**src/rtl/axi4_lite_pkg.sv**
```systemverilog
// Shared types for the AXI4-Lite master.
//   resp_t       : AXI response codes (BRESP/RRESP encoding)
//   mst_state_t  : master FSM state encoding
//   AXI_PROT_DEFAULT : protection attribute driven on awprot/arprot
package axi4_lite_pkg;

   typedef enum logic [1:0] {
      OKAY   = 2'b00,
      EXOKAY = 2'b01,
      SLVERR = 2'b10,
      DECERR = 2'b11
   } resp_t;

   typedef enum logic [2:0] {
      ST_IDLE    = 3'd0,
      ST_WR_AW_W = 3'd1,
      ST_WR_B    = 3'd2,
      ST_RD_AR   = 3'd3,
      ST_RD_R    = 3'd4
   } mst_state_t;

   localparam logic [2:0] AXI_PROT_DEFAULT = 3'b000;

endpackage

```
**src/rtl/axi4_lite_if.sv**
```systemverilog
// AXI4-Lite bus bundle.
// Ports : clk, rst_n (shared with the attached master/slave)
// Signals: AW (awvalid/awready/awaddr/awprot), W (wvalid/wready/wdata/wstrb),
//          B (bvalid/bready/bresp), AR (arvalid/arready/araddr/arprot),
//          R (rvalid/rready/rdata/rresp)
// Modports: master (initiator side), slave (responder side)
interface axi4_lite #(
   parameter int ADDR_WIDTH = 32,
   parameter int DATA_WIDTH = 32
) (
   input logic clk,
   input logic rst_n
);

   logic                    awvalid;
   logic                    awready;
   logic [ADDR_WIDTH-1:0]   awaddr;
   logic [2:0]              awprot;

   logic                    wvalid;
   logic                    wready;
   logic [DATA_WIDTH-1:0]   wdata;
   logic [DATA_WIDTH/8-1:0] wstrb;

   logic                    bvalid;
   logic                    bready;
   logic [1:0]              bresp;

   logic                    arvalid;
   logic                    arready;
   logic [ADDR_WIDTH-1:0]   araddr;
   logic [2:0]              arprot;

   logic                    rvalid;
   logic                    rready;
   logic [DATA_WIDTH-1:0]   rdata;
   logic [1:0]              rresp;

   modport master (
      output awvalid, awaddr, awprot, input awready,
      output wvalid, wdata, wstrb, input wready,
      input bvalid, bresp, output bready,
      output arvalid, araddr, arprot, input arready,
      input rvalid, rdata, rresp, output rready
   );

   modport slave (
      input clk, rst_n,
      input awvalid, awaddr, awprot, output awready,
      input wvalid, wdata, wstrb, output wready,
      output bvalid, bresp, input bready,
      input arvalid, araddr, arprot, output arready,
      output rvalid, rdata, rresp, input rready
   );

endinterface

```
**src/rtl/axi4_lite_master.sv**
```systemverilog
// AXI4-Lite initiator: turns a valid/ready command port into single AXI4-Lite
// write (AW/W/B) or read (AR/R) transactions, one outstanding at a time, and
// reports each completion as a one-cycle pulse on the rsp_* port.
//
// Ports
//   clk, rst_n            clock, synchronous active-low reset
//   axi4_m                AXI4-Lite master modport
//   cmd_valid/cmd_ready   command handshake
//   cmd_write             1 = write, 0 = read
//   cmd_addr/wdata/wstrb  command payload (wdata/wstrb ignored for reads)
//   rsp_valid             one-cycle completion pulse
//   rsp_write/rdata/resp  completion info (rdata = 0 for writes)
//
// Build option
//   AXI4L_MST_TIMEOUT_EN  per-state watchdog; abandons a stalled transaction
//                         after TIMEOUT_CYCLES and reports DECERR.
//
// state   | meaning
// IDLE    | cmd_ready high, waiting for a command
// WR_AW_W | awvalid/wvalid asserted, each drops on its own handshake
// WR_B    | bready high, waiting for the write response
// RD_AR   | arvalid asserted, waiting for arready
// RD_R    | rready high, waiting for read data
module axi4_lite_master
   import axi4_lite_pkg::*;
#(
   parameter int ADDR_WIDTH     = 32,
   parameter int DATA_WIDTH     = 32,
   parameter int TIMEOUT_CYCLES = 256
) (
   input  logic                    clk,
   input  logic                    rst_n,
   axi4_lite.master                axi4_m,
   input  logic                    cmd_valid,
   output logic                    cmd_ready,
   input  logic                    cmd_write,
   input  logic [ADDR_WIDTH-1:0]   cmd_addr,
   input  logic [DATA_WIDTH-1:0]   cmd_wdata,
   input  logic [DATA_WIDTH/8-1:0] cmd_wstrb,
   output logic                    rsp_valid,
   output logic                    rsp_write,
   output logic [DATA_WIDTH-1:0]   rsp_rdata,
   output logic [1:0]              rsp_resp
);

   localparam logic [2:0] IDLE    = ST_IDLE;
   localparam logic [2:0] WR_AW_W = ST_WR_AW_W;
   localparam logic [2:0] WR_B    = ST_WR_B;
   localparam logic [2:0] RD_AR   = ST_RD_AR;
   localparam logic [2:0] RD_R    = ST_RD_R;

   if (TIMEOUT_CYCLES < 2) begin : g_bad_timeout
      $error("axi4_lite_master: TIMEOUT_CYCLES must be >= 2");
   end

   logic [2:0]              state;
   logic [ADDR_WIDTH-1:0]   addr_q;
   logic [DATA_WIDTH-1:0]   wdata_q;
   logic [DATA_WIDTH/8-1:0] wstrb_q;
   logic                    aw_done;
   logic                    w_done;
   logic                    aw_hs;
   logic                    w_hs;
   logic                    advance;
   logic                    timeout_hit;

   // Handshake-side outputs are decoded from state so they drop in the same
   // edge that moves the FSM (including reset and timeout).
   assign axi4_m.awvalid = (state == WR_AW_W) && !aw_done;
   assign axi4_m.wvalid  = (state == WR_AW_W) && !w_done;
   assign axi4_m.bready  = (state == WR_B);
   assign axi4_m.arvalid = (state == RD_AR);
   assign axi4_m.rready  = (state == RD_R);
   assign axi4_m.awaddr  = addr_q;
   assign axi4_m.araddr  = addr_q;
   assign axi4_m.wdata   = wdata_q;
   assign axi4_m.wstrb   = wstrb_q;
   assign axi4_m.awprot  = AXI_PROT_DEFAULT;
   assign axi4_m.arprot  = AXI_PROT_DEFAULT;

   // rst_n gates cmd_ready so nothing is offered while reset is held.
   assign cmd_ready = (state == IDLE) && rst_n;

   assign aw_hs = axi4_m.awvalid && axi4_m.awready;
   assign w_hs  = axi4_m.wvalid && axi4_m.wready;

   // advance: the handshake this state is waiting for completes this cycle.
   always_comb begin
      advance = 1'b0;
      case (state)
         WR_AW_W: advance = (aw_done || aw_hs) && (w_done || w_hs);
         WR_B:    advance = axi4_m.bvalid;
         RD_AR:   advance = axi4_m.arready;
         RD_R:    advance = axi4_m.rvalid;
         default: advance = 1'b0;
      endcase
   end

`ifdef AXI4L_MST_TIMEOUT_EN
   localparam int CNT_W = (TIMEOUT_CYCLES > 2) ? $clog2(TIMEOUT_CYCLES) : 1;
   localparam logic [CNT_W-1:0] TO_LAST = CNT_W'(TIMEOUT_CYCLES - 1);

   logic [CNT_W-1:0] to_cnt;

   // Counter is 0 in the first cycle of every state, so the abort edge falls
   // TIMEOUT_CYCLES cycles after state entry.
   assign timeout_hit = (state != IDLE) && !advance && (to_cnt == TO_LAST);

   always_ff @(posedge clk) begin
      if (!rst_n) begin
         to_cnt <= '0;
      end else if ((state == IDLE) || advance || timeout_hit) begin
         to_cnt <= '0;
      end else begin
         to_cnt <= to_cnt + 1'b1;
      end
   end
`else
   assign timeout_hit = 1'b0;
`endif

   always_ff @(posedge clk) begin
      if (!rst_n) begin
         state     <= IDLE;
         addr_q    <= '0;
         wdata_q   <= '0;
         wstrb_q   <= '0;
         aw_done   <= 1'b0;
         w_done    <= 1'b0;
         rsp_valid <= 1'b0;
         rsp_write <= 1'b0;
         rsp_rdata <= '0;
         rsp_resp  <= 2'b00;
      end else begin
         rsp_valid <= 1'b0;
         case (state)
            IDLE: begin
               if (cmd_valid) begin
                  addr_q  <= cmd_addr;
                  wdata_q <= cmd_wdata;
                  wstrb_q <= cmd_wstrb;
                  aw_done <= 1'b0;
                  w_done  <= 1'b0;
                  state   <= cmd_write ? WR_AW_W : RD_AR;
               end
            end
            WR_AW_W: begin
               if (aw_hs) aw_done <= 1'b1;
               if (w_hs)  w_done  <= 1'b1;
               if (advance) state <= WR_B;
            end
            WR_B: begin
               if (advance) begin
                  state     <= IDLE;
                  rsp_valid <= 1'b1;
                  rsp_write <= 1'b1;
                  rsp_rdata <= '0;
                  rsp_resp  <= axi4_m.bresp;
               end
            end
            RD_AR: begin
               if (advance) state <= RD_R;
            end
            RD_R: begin
               if (advance) begin
                  state     <= IDLE;
                  rsp_valid <= 1'b1;
                  rsp_write <= 1'b0;
                  rsp_rdata <= axi4_m.rdata;
                  rsp_resp  <= axi4_m.rresp;
               end
            end
            default: state <= IDLE;
         endcase

         if (timeout_hit) begin
            state     <= IDLE;
            rsp_valid <= 1'b1;
            rsp_write <= (state == WR_AW_W) || (state == WR_B);
            rsp_rdata <= '0;
            rsp_resp  <= DECERR;
         end
      end
   end

endmodule

```
**src/flat_wrapper.sv**
```systemverilog
// flat-port wrapper written by rule: the top's interface ports become plain ports
module axi4_lite_master_flat import axi4_lite_pkg::*;
#(
   parameter int ADDR_WIDTH     = 32,
   parameter int DATA_WIDTH     = 32,
   parameter int TIMEOUT_CYCLES = 256
)
  (clk, rst_n, cmd_valid, cmd_ready, cmd_write, cmd_addr, cmd_wdata, cmd_wstrb, rsp_valid, rsp_write, rsp_rdata, rsp_resp, axi4_m_awvalid, axi4_m_awaddr, axi4_m_awprot, axi4_m_awready, axi4_m_wvalid, axi4_m_wdata, axi4_m_wstrb, axi4_m_wready, axi4_m_bvalid, axi4_m_bresp, axi4_m_bready, axi4_m_arvalid, axi4_m_araddr, axi4_m_arprot, axi4_m_arready, axi4_m_rvalid, axi4_m_rdata, axi4_m_rresp, axi4_m_rready);
  axi4_lite #(.ADDR_WIDTH(ADDR_WIDTH), .DATA_WIDTH(DATA_WIDTH)) axi4_m_i (.clk(clk), .rst_n(rst_n));
  input  logic clk;
  input  logic rst_n;
  input  logic cmd_valid;
  output logic cmd_ready;
  input  logic cmd_write;
  input  logic [ADDR_WIDTH-1:0] cmd_addr;
  input  logic [DATA_WIDTH-1:0] cmd_wdata;
  input  logic [DATA_WIDTH/8-1:0] cmd_wstrb;
  output logic rsp_valid;
  output logic rsp_write;
  output logic [DATA_WIDTH-1:0] rsp_rdata;
  output logic [1:0] rsp_resp;
  output wire logic [$bits(axi4_m_i.awvalid)-1:0] axi4_m_awvalid;
  output wire logic [$bits(axi4_m_i.awaddr)-1:0] axi4_m_awaddr;
  output wire logic [$bits(axi4_m_i.awprot)-1:0] axi4_m_awprot;
  input wire logic [$bits(axi4_m_i.awready)-1:0] axi4_m_awready;
  output wire logic [$bits(axi4_m_i.wvalid)-1:0] axi4_m_wvalid;
  output wire logic [$bits(axi4_m_i.wdata)-1:0] axi4_m_wdata;
  output wire logic [$bits(axi4_m_i.wstrb)-1:0] axi4_m_wstrb;
  input wire logic [$bits(axi4_m_i.wready)-1:0] axi4_m_wready;
  input wire logic [$bits(axi4_m_i.bvalid)-1:0] axi4_m_bvalid;
  input wire logic [$bits(axi4_m_i.bresp)-1:0] axi4_m_bresp;
  output wire logic [$bits(axi4_m_i.bready)-1:0] axi4_m_bready;
  output wire logic [$bits(axi4_m_i.arvalid)-1:0] axi4_m_arvalid;
  output wire logic [$bits(axi4_m_i.araddr)-1:0] axi4_m_araddr;
  output wire logic [$bits(axi4_m_i.arprot)-1:0] axi4_m_arprot;
  input wire logic [$bits(axi4_m_i.arready)-1:0] axi4_m_arready;
  input wire logic [$bits(axi4_m_i.rvalid)-1:0] axi4_m_rvalid;
  input wire logic [$bits(axi4_m_i.rdata)-1:0] axi4_m_rdata;
  input wire logic [$bits(axi4_m_i.rresp)-1:0] axi4_m_rresp;
  output wire logic [$bits(axi4_m_i.rready)-1:0] axi4_m_rready;
  assign axi4_m_awvalid = axi4_m_i.awvalid;
  assign axi4_m_awaddr = axi4_m_i.awaddr;
  assign axi4_m_awprot = axi4_m_i.awprot;
  assign axi4_m_i.awready = axi4_m_awready;
  assign axi4_m_wvalid = axi4_m_i.wvalid;
  assign axi4_m_wdata = axi4_m_i.wdata;
  assign axi4_m_wstrb = axi4_m_i.wstrb;
  assign axi4_m_i.wready = axi4_m_wready;
  assign axi4_m_i.bvalid = axi4_m_bvalid;
  assign axi4_m_i.bresp = axi4_m_bresp;
  assign axi4_m_bready = axi4_m_i.bready;
  assign axi4_m_arvalid = axi4_m_i.arvalid;
  assign axi4_m_araddr = axi4_m_i.araddr;
  assign axi4_m_arprot = axi4_m_i.arprot;
  assign axi4_m_i.arready = axi4_m_arready;
  assign axi4_m_i.rvalid = axi4_m_rvalid;
  assign axi4_m_i.rdata = axi4_m_rdata;
  assign axi4_m_i.rresp = axi4_m_rresp;
  assign axi4_m_rready = axi4_m_i.rready;
  axi4_lite_master #(.ADDR_WIDTH(ADDR_WIDTH), .DATA_WIDTH(DATA_WIDTH), .TIMEOUT_CYCLES(TIMEOUT_CYCLES)) u_core (.clk(clk), .rst_n(rst_n), .axi4_m(axi4_m_i), .cmd_valid(cmd_valid), .cmd_ready(cmd_ready), .cmd_write(cmd_write), .cmd_addr(cmd_addr), .cmd_wdata(cmd_wdata), .cmd_wstrb(cmd_wstrb), .rsp_valid(rsp_valid), .rsp_write(rsp_write), .rsp_rdata(rsp_rdata), .rsp_resp(rsp_resp));
endmodule
```
**config.mk**
```make
export PLATFORM = sky130hd
export DESIGN_NAME = axi4_lite_master_flat
export DESIGN_NICKNAME = d
export VERILOG_FILES = /design/src/rtl/axi4_lite_pkg.sv /design/src/rtl/axi4_lite_if.sv /design/src/rtl/axi4_lite_master.sv /design/src/flat_wrapper.sv
export SDC_FILE = /design/constraint.sdc
export NUM_CORES = 1
export LEC_CHECK = 0
export CAP_MARGIN = 15
export CORE_UTILIZATION = 40
export DETAILED_ROUTE_END_ITERATION = 7
export GPL_TIMING_DRIVEN = 1
export PLACE_DENSITY = 0.95
export SKIP_CTS_REPAIR_TIMING = 1
export SLEW_MARGIN = 25
export SYNTH_ARGS = -nofsm -noshare
export SYNTH_HDL_FRONTEND = slang
export SYNTH_SLANG_ARGS = --single-unit
```
**constraint.sdc**
```tcl
create_clock -name clk -period 2.5 [get_ports clk]
set_input_delay 0.375 -clock clk [delete_from_list [all_inputs] [get_ports clk]]
set_output_delay 0.375 -clock clk [all_outputs]
set_load 0.01 [all_outputs]
```
==> results of run 1 <==
==> layer usage <==
| layer | vias up | part of all wire [%] | global-route usage [%] |
|---|---|---|---|
| met5 | - | 0 | 0 |
| met4 | 0 | 3.1 | 9.49 |
| met3 | 33 | 6.9 | 6.14 |
| met2 | 200 | 53 | 42.3 |
| met1 | 1937 | 37 | 23.4 |
| li1 | 1998 | - | - |
==> registers in the layout, indices dropped and copies added, names as in the netlist <==
name	flops
u_core.rsp_valid	1
u_core.axi4_m.araddr	32
u_core.rsp_rdata	32
u_core.rsp_write	1
u_core.axi4_m.wstrb	4
u_core.rsp_resp	2
u_core.aw_done	1
u_core.w_done	1
u_core.axi4_m.wdata	32
u_core.state	3
==> logic make-up after synthesis <==
| logic type | count (synthesis) | synth area share, % |
|---|---|---|
| AOI/OAI and AO/OA | 114 | 16.5 |
| xor gates and xnor gates | 1 | 0.210 |
| buffers and inverters | 76 | 11.3 |
| DFF | 109 | 52.3 |
| muxes | 2 | 0.480 |
| other | 1 | 0.0898 |
| and+or+nand+nor | 195 | 19.2 |
==> cell type report <==
| type | count | area (um2) | share of cell area (%) |
|---|---|---|---|
| timing repair buffer | 260 | 2600 | 38.6 |
| sequential | 109 | 2180 | 32.3 |
| multi-input combinational | 318 | 1560 | 23.0 |
| tap | 133 | 166 | 2.47 |
| clock buffer | 10 | 138 | 2.04 |
| clock inverter | 6 | 93.8 | 1.39 |
| inverter | 2 | 8.76 | 0.130 |
==> cell usage after synthesis, drive strengths merged, types with 2 or more instances <==
cell type / count
nand2: 137
nor3b: 2
a31oi: 2
nor2b: 2
clkbuf: 12
inv: 2
dfxtp: 109
mux2i: 2
a211oi: 2
nor2: 43
a22oi: 34
a21oi: 72
and2: 3
buf: 62
==> path summary, 6_finish.rpt <==
| path | end | slack (ns) | depth (start not counted) |
|---|---|---|---|
| worst max-delay path | axi4_m_rready | 0.17 | 3 |
| worst min-delay path | u_core.axi4_m.wdata[29]$_SDFFE_PN0P_ | 0.46 | 2 |
| worst max register to register | u_core.state[1]$_SDFFE_PN0P_ | 0.67 | 5 |
| worst min register to register | u_core.axi4_m.wdata[29]$_SDFFE_PN0P_ | 0.46 | 2 |
==> placed cells by master (no fill, tap or decap), drive strengths merged, types with 2 or more instances in the layout <==
| master | netlist | layout |
|---|---|---|
| a31oi | 2 | 2 |
| dfxtp | 109 | 109 |
| nor3b | 2 | 2 |
| conb | 1 | 6 |
| a211oi | 2 | 2 |
| bufinv | 0 | 2 |
| a22oi | 34 | 34 |
| nor2 | 43 | 43 |
| mux2i | 2 | 2 |
| nand2 | 137 | 137 |
| inv | 2 | 2 |
| clkinv | 0 | 3 |
| buf | 62 | 6 |
| clkdlybuf4s50 | 0 | 254 |
| nor2b | 2 | 2 |
| clkbuf | 12 | 10 |
| a21oi | 72 | 72 |
| and2 | 3 | 3 |
==> through the flow <==
step	hold WS, ns	area, um2	utilization, %
after floorplan	0.481	4190	-
after global placement	0.441	6510	65.4
after detailed placement	0.446	6510	65.4
after CTS	0.462	6740	67.7
after global routing	0.477	6750	67.8
final	0.459	6750	67.8
==> power by group through the flow <==
stage,Clock [W],Combinational [W],Sequential [W]
floorplan,0,0.000628,0.00210
global placement,0,0.00128,0.00206
detailed placement,0,0.00132,0.00207
CTS,0.00124,0.00132,0.00203
global route,0.00131,0.00141,0.00206
finish,0.00120,0.00131,0.00203
==> critical path, stage by stage (launching register included) <==
cell             delay [ns]
dfxtp_1                0.71
nor2_1                 0.13
and2_1                 0.26
clkdlybuf4s50_1        0.51
==> reports/summary.txt, run 1 <==
total number of vias - 4168
DR WL/cell - 14.8 um
CTS tree - done
Peak VDD IR - 0.407 mV
Avg Cell Area, Syn - 8.38 um2
cell type with the largest total area after synthesis - dfxtp_1
Psw - 0.00134 W
Top FF cell, synth - dfxtp_1
worst-path fanout max - 14
Async S/R FF share, synth - 0%
Final setup viols - 0
Starting Density - 41.9%
final period utilization - 93.3%
CTS Buffer Depth - 2
worst r2r src - u_core.state[1]$_SDFFE_PN0P_
leak pwr - 2.44 nW
Netlist cell types - 34
root buffer cell - clkbuf_8
Fin Setup TNS - 0 ns
CP arrival - 1.96 ns
worst clock skew - 0.0111 ns
Die W - 104 um
Cell Int Power - 0.00320 W
Syn-to-layout area delta - 61.7%
max_cap viols - 0
Worst-Margin Slew - 0.803 ns
clock slew at reported path FFs - 0.10 ns
Ys Warns - 0
Slew headroom - 46.5%
clk_lat worst skew - 0.36 ns
Final Slew Violations - 0
Post-synth EDFFs - 0
Comb pwr share - 28.8%
layout cells sized above 1 - 3.97%
CTS H-tree lvls - 3
Syn Inst Count - 498
Setup WS pre-CTS - 0.286 ns
CTS Sinks - 109
Clk pwr share - 26.5%
RSZ-0062 raised after global routing - no
largest cells by area after synthesis - dfxtp_1, nand2_1, a21oi_1
sequential share of power - 44.8%
Finished Layout Cells - 838
hold path start - u_core.axi4_m.wdata[29]$_SDFFE_PN0P_
Top Ports - 261
Placer Congestion - 0.832
CP startpoint - u_core.state[1]$_SDFFE_PN0P_
global-route wire length before repair - 19900 um
outcome - completed
TritonCTS Buffers - 9
Placed Instances - 822
FMAX - 0.429 GHz
GRT overflow - 0
initial drt markers - 209
die area - 10800 um2
fillers - 754
CP endpoint kind - output port
vias in the first global route - 4121
Hold/Removal Path Class - reg -> reg
Pre-Repair DR Iteration Count - 4
DRC Markers - 0
ant diodes - 0
Crit path required time - 2.12 ns
dpl hpwl - 9150 um
post-synthesis sequential area ratio - 52.3%
Post-Route WL - 12400 um
via/cell ratio - 4.97
Total GRT Usage - 22.6%
fin crit period - 2.33 ns
Startpoint Class - flip-flop
Sw Ratio - 29.6%
initial antenna violation count - 0
fin worst setup slack - 0.168 ns
synthesized area - 4170 um2
port bufs - 254
Pwr per Cell Area - 673 nW/um2
FP Rows - 36
Core Region - 9950 um2
Final ANT Viol Nets - 0
final hold violation count - 0
nets@finish - 813
Yosys reg bits - 109
post-synth top area share - 52.3%
kind of critical path - reg -> out
Pwr Total - 0.00454 W
die height - 104 um
largest net degree at the start of global routing - 109
Note: power is estimated with default switching activity, not from simulation.
==> run 2, diff against run 1 <==
DONT_BUFFER_PORTS = 1   (was not set)
PLACE_DENSITY = 0.66   (was 0.95)
==> reports/summary.txt, run 2 (synthesized netlist as in run 1, its figures left out) <==
Hold/Removal Path Class - in -> reg
Reg2Reg Depth - 4 (-1)
Final ANT Viol Nets - 0 (unchanged)
slowest stage delay, CP - 0.60 ns (-0.11 ns)
Hold Path Stages - 2 (unchanged)
leak pwr - 1.47 nW (-40%)
Core Region - 9950 um2 (unchanged)
CTS tree - done
DRC Markers - 0 (unchanged)
die area - 10800 um2 (unchanged)
initial drt markers - 225 (+7.7%)
Fin Setup TNS - 0 ns (unchanged)
Crit path required time - 2.12 ns (about the same)
Syn-to-layout area delta - -0.929%
Peak VDD IR - 0.264 mV (-35%)
global-route wire length before repair - 14900 um (-25%)
dpl hpwl - 6830 um (-25%)
die height - 104 um (unchanged)
commonest non-fill, non-tap cell in the layout - nand2_1
largest net degree at the start of global routing - 109 (unchanged)
instance count on the critical path - 3 (unchanged)
Starting Density - 41.9% (unchanged)
outcome - completed
Setup WS pre-CTS - 0.710 ns (+0.424 ns)
Reg2Reg Setup Slack - 0.67 ns (about the same)
Pwr per Cell Area - 881 nW/um2 (+31%)
fillers - 1015 (+35%)
Worst-Margin Slew - 0.788 ns (-0.0142 ns)
via/cell ratio - 5.30 (+6.6%)
worst reg2reg path endpoint - u_core.axi4_m.araddr[0]$_SDFFE_PN0P_
Pre-Repair DR Iteration Count - 4 (unchanged)
ant diodes - 0 (unchanged)
Final setup viols - 0 (unchanged)
fin crit period - 1.92 ns (-0.416 ns)
final period utilization - 76.6% (-17 points)
Die W - 104 um (unchanged)
vias in the first global route - 2970 (-28%)
delay-heaviest family, CP - flip-flops
CP endpoint kind - output port
GRT overflow - 0 (unchanged)
Final Slew Violations - 0 (unchanged)
Top Ports - 261 (unchanged)
total number of vias - 3103 (-26%)
max_cap viols - 0 (unchanged)
root buffer cell - clkbuf_8
Total GRT Usage - 17.7% (-4.9 points)
Slew headroom - 47.4% (+0.94 points)
clk_lat worst skew - 0.36 ns (about the same)
Placer Congestion - 0.750 (-9.9%)
initial antenna violation count - 0 (unchanged)
nets@finish - 561 (-31%)
clock slew at reported path FFs - 0.10 ns (about the same)
TritonCTS Buffers - 9 (unchanged)
Buf/Inv on CP - 0 (-1)
Startpoint Class - flip-flop
port bufs - 0 (-100%)
final hold violation count - 0 (unchanged)
worst clock skew - 0.0109 ns (-0.000191 ns)
CP arrival - 1.54 ns (-0.42 ns)
worst-path fanout max - 10 (-4)
Post-Route WL - 9790 um (-21%)
CTS Sinks - 109 (unchanged)
CP cell instances - nor2b_1 -> nand2b_1 -> nor2_1
FP Rows - 36 (unchanged)
fin worst setup slack - 0.584 ns (+0.416 ns)
CTS Buffer Depth - 2 (unchanged)
slowest stage cell on the critical path - dfxtp_1
kind of critical path - reg -> out
layout cells sized above 1 - 5.75% (+1.8 points)
hold path start - cmd_wdata[17]
DR WL/cell - 16.7 um (+13%)
commonest cells after routing, fill and taps aside - nand2_1, dfxtp_1, a21oi_1, nor2_1, a22oi_1
FMAX - 0.522 GHz (+22%)
worst r2r src - u_core.state[1]$_SDFFE_PN0P_
CTS H-tree lvls - 3 (unchanged)
Hold EP - u_core.axi4_m.wdata[17]$_SDFFE_PN0P_
RSZ-0062 raised after global routing - no
run 2: cell count changes in the layout (fill, tap and decap cells not counted), sizes merged:
| cell | change |
|---|---|
| clkdlybuf4s50 | -254 |
| bufinv | -2 |
| clkbuf | +2 |
| clkinvlp | +1 |
| buf | +2 |
| inv | -1 |
| clkinv | -1 |
run 2: power by group:
| part | switching, W | total [W] | internal, W |
|---|---|---|---|
| sequential | 0.000262 | 0.00216 | 0.00190 |
| clock | 0.000558 | 0.000919 | 0.000361 |
| combinational | 0.000375 | 0.000562 | 0.000187 |
run 2: worst max path at each step:
stage,startpoint,endpoint,slack [ns]
final,u_core.state[0]$_SDFFE_PN0P_,axi4_m_wvalid,0.58
after global routing,u_core.state[0]$_SDFFE_PN0P_,axi4_m_wvalid,0.46
after CTS,u_core.state[0]$_SDFFE_PN0P_,axi4_m_awvalid,0.56
after detailed placement,u_core.state[1]$_SDFFE_PN0P_,u_core.axi4_m.araddr[0]$_SDFFE_PN0P_,0.71
after global placement,u_core.state[1]$_SDFFE_PN0P_,u_core.axi4_m.araddr[1]$_SDFFE_PN0P_,0.79
after floorplan,u_core.state[0]$_SDFFE_PN0P_,u_core.rsp_rdata[10]$_SDFFE_PN0P_,1.06
run 2: layout make-up:
cell class	count	area, um2	area share, %
Clock buffer	12	135	3.27
Clock inverter	3	23.8	0.575
Inverter	2	8.76	0.212
Multi-Input combinational cell	318	1560	37.6
Sequential cell	109	2180	52.8
Tap cell	133	166	4.02
Timing Repair Buffer	8	63.8	1.54
run 2: per-layer routing:
metal	wire length, um	up-vias	share of wire (%)	GRT usage [%]
met5	0	-	0	0
met4	218	0	2.2	8.06
met3	940	17	9.6	6.64
met2	4930	175	50	31.3
met1	3700	1417	38	18.4
li1	-	1494	-	-
run 2: metrics by stage:
step | hold slack [ns] | util (%) | cell area, um2 | cells | total power, W
floorplan | 0.481 | - | 4190 | 503 | 0.00273
CTS | 0.120 | 41.5 | 4130 | 585 | 0.00369
finish | 0.138 | 41.5 | 4140 | 585 | 0.00364
detailed placement | 0.494 | 39.9 | 3970 | 570 | 0.00278
global route | 0.112 | 41.5 | 4140 | 585 | 0.00386
global placement | 0.488 | 39.9 | 3970 | 570 | 0.00275
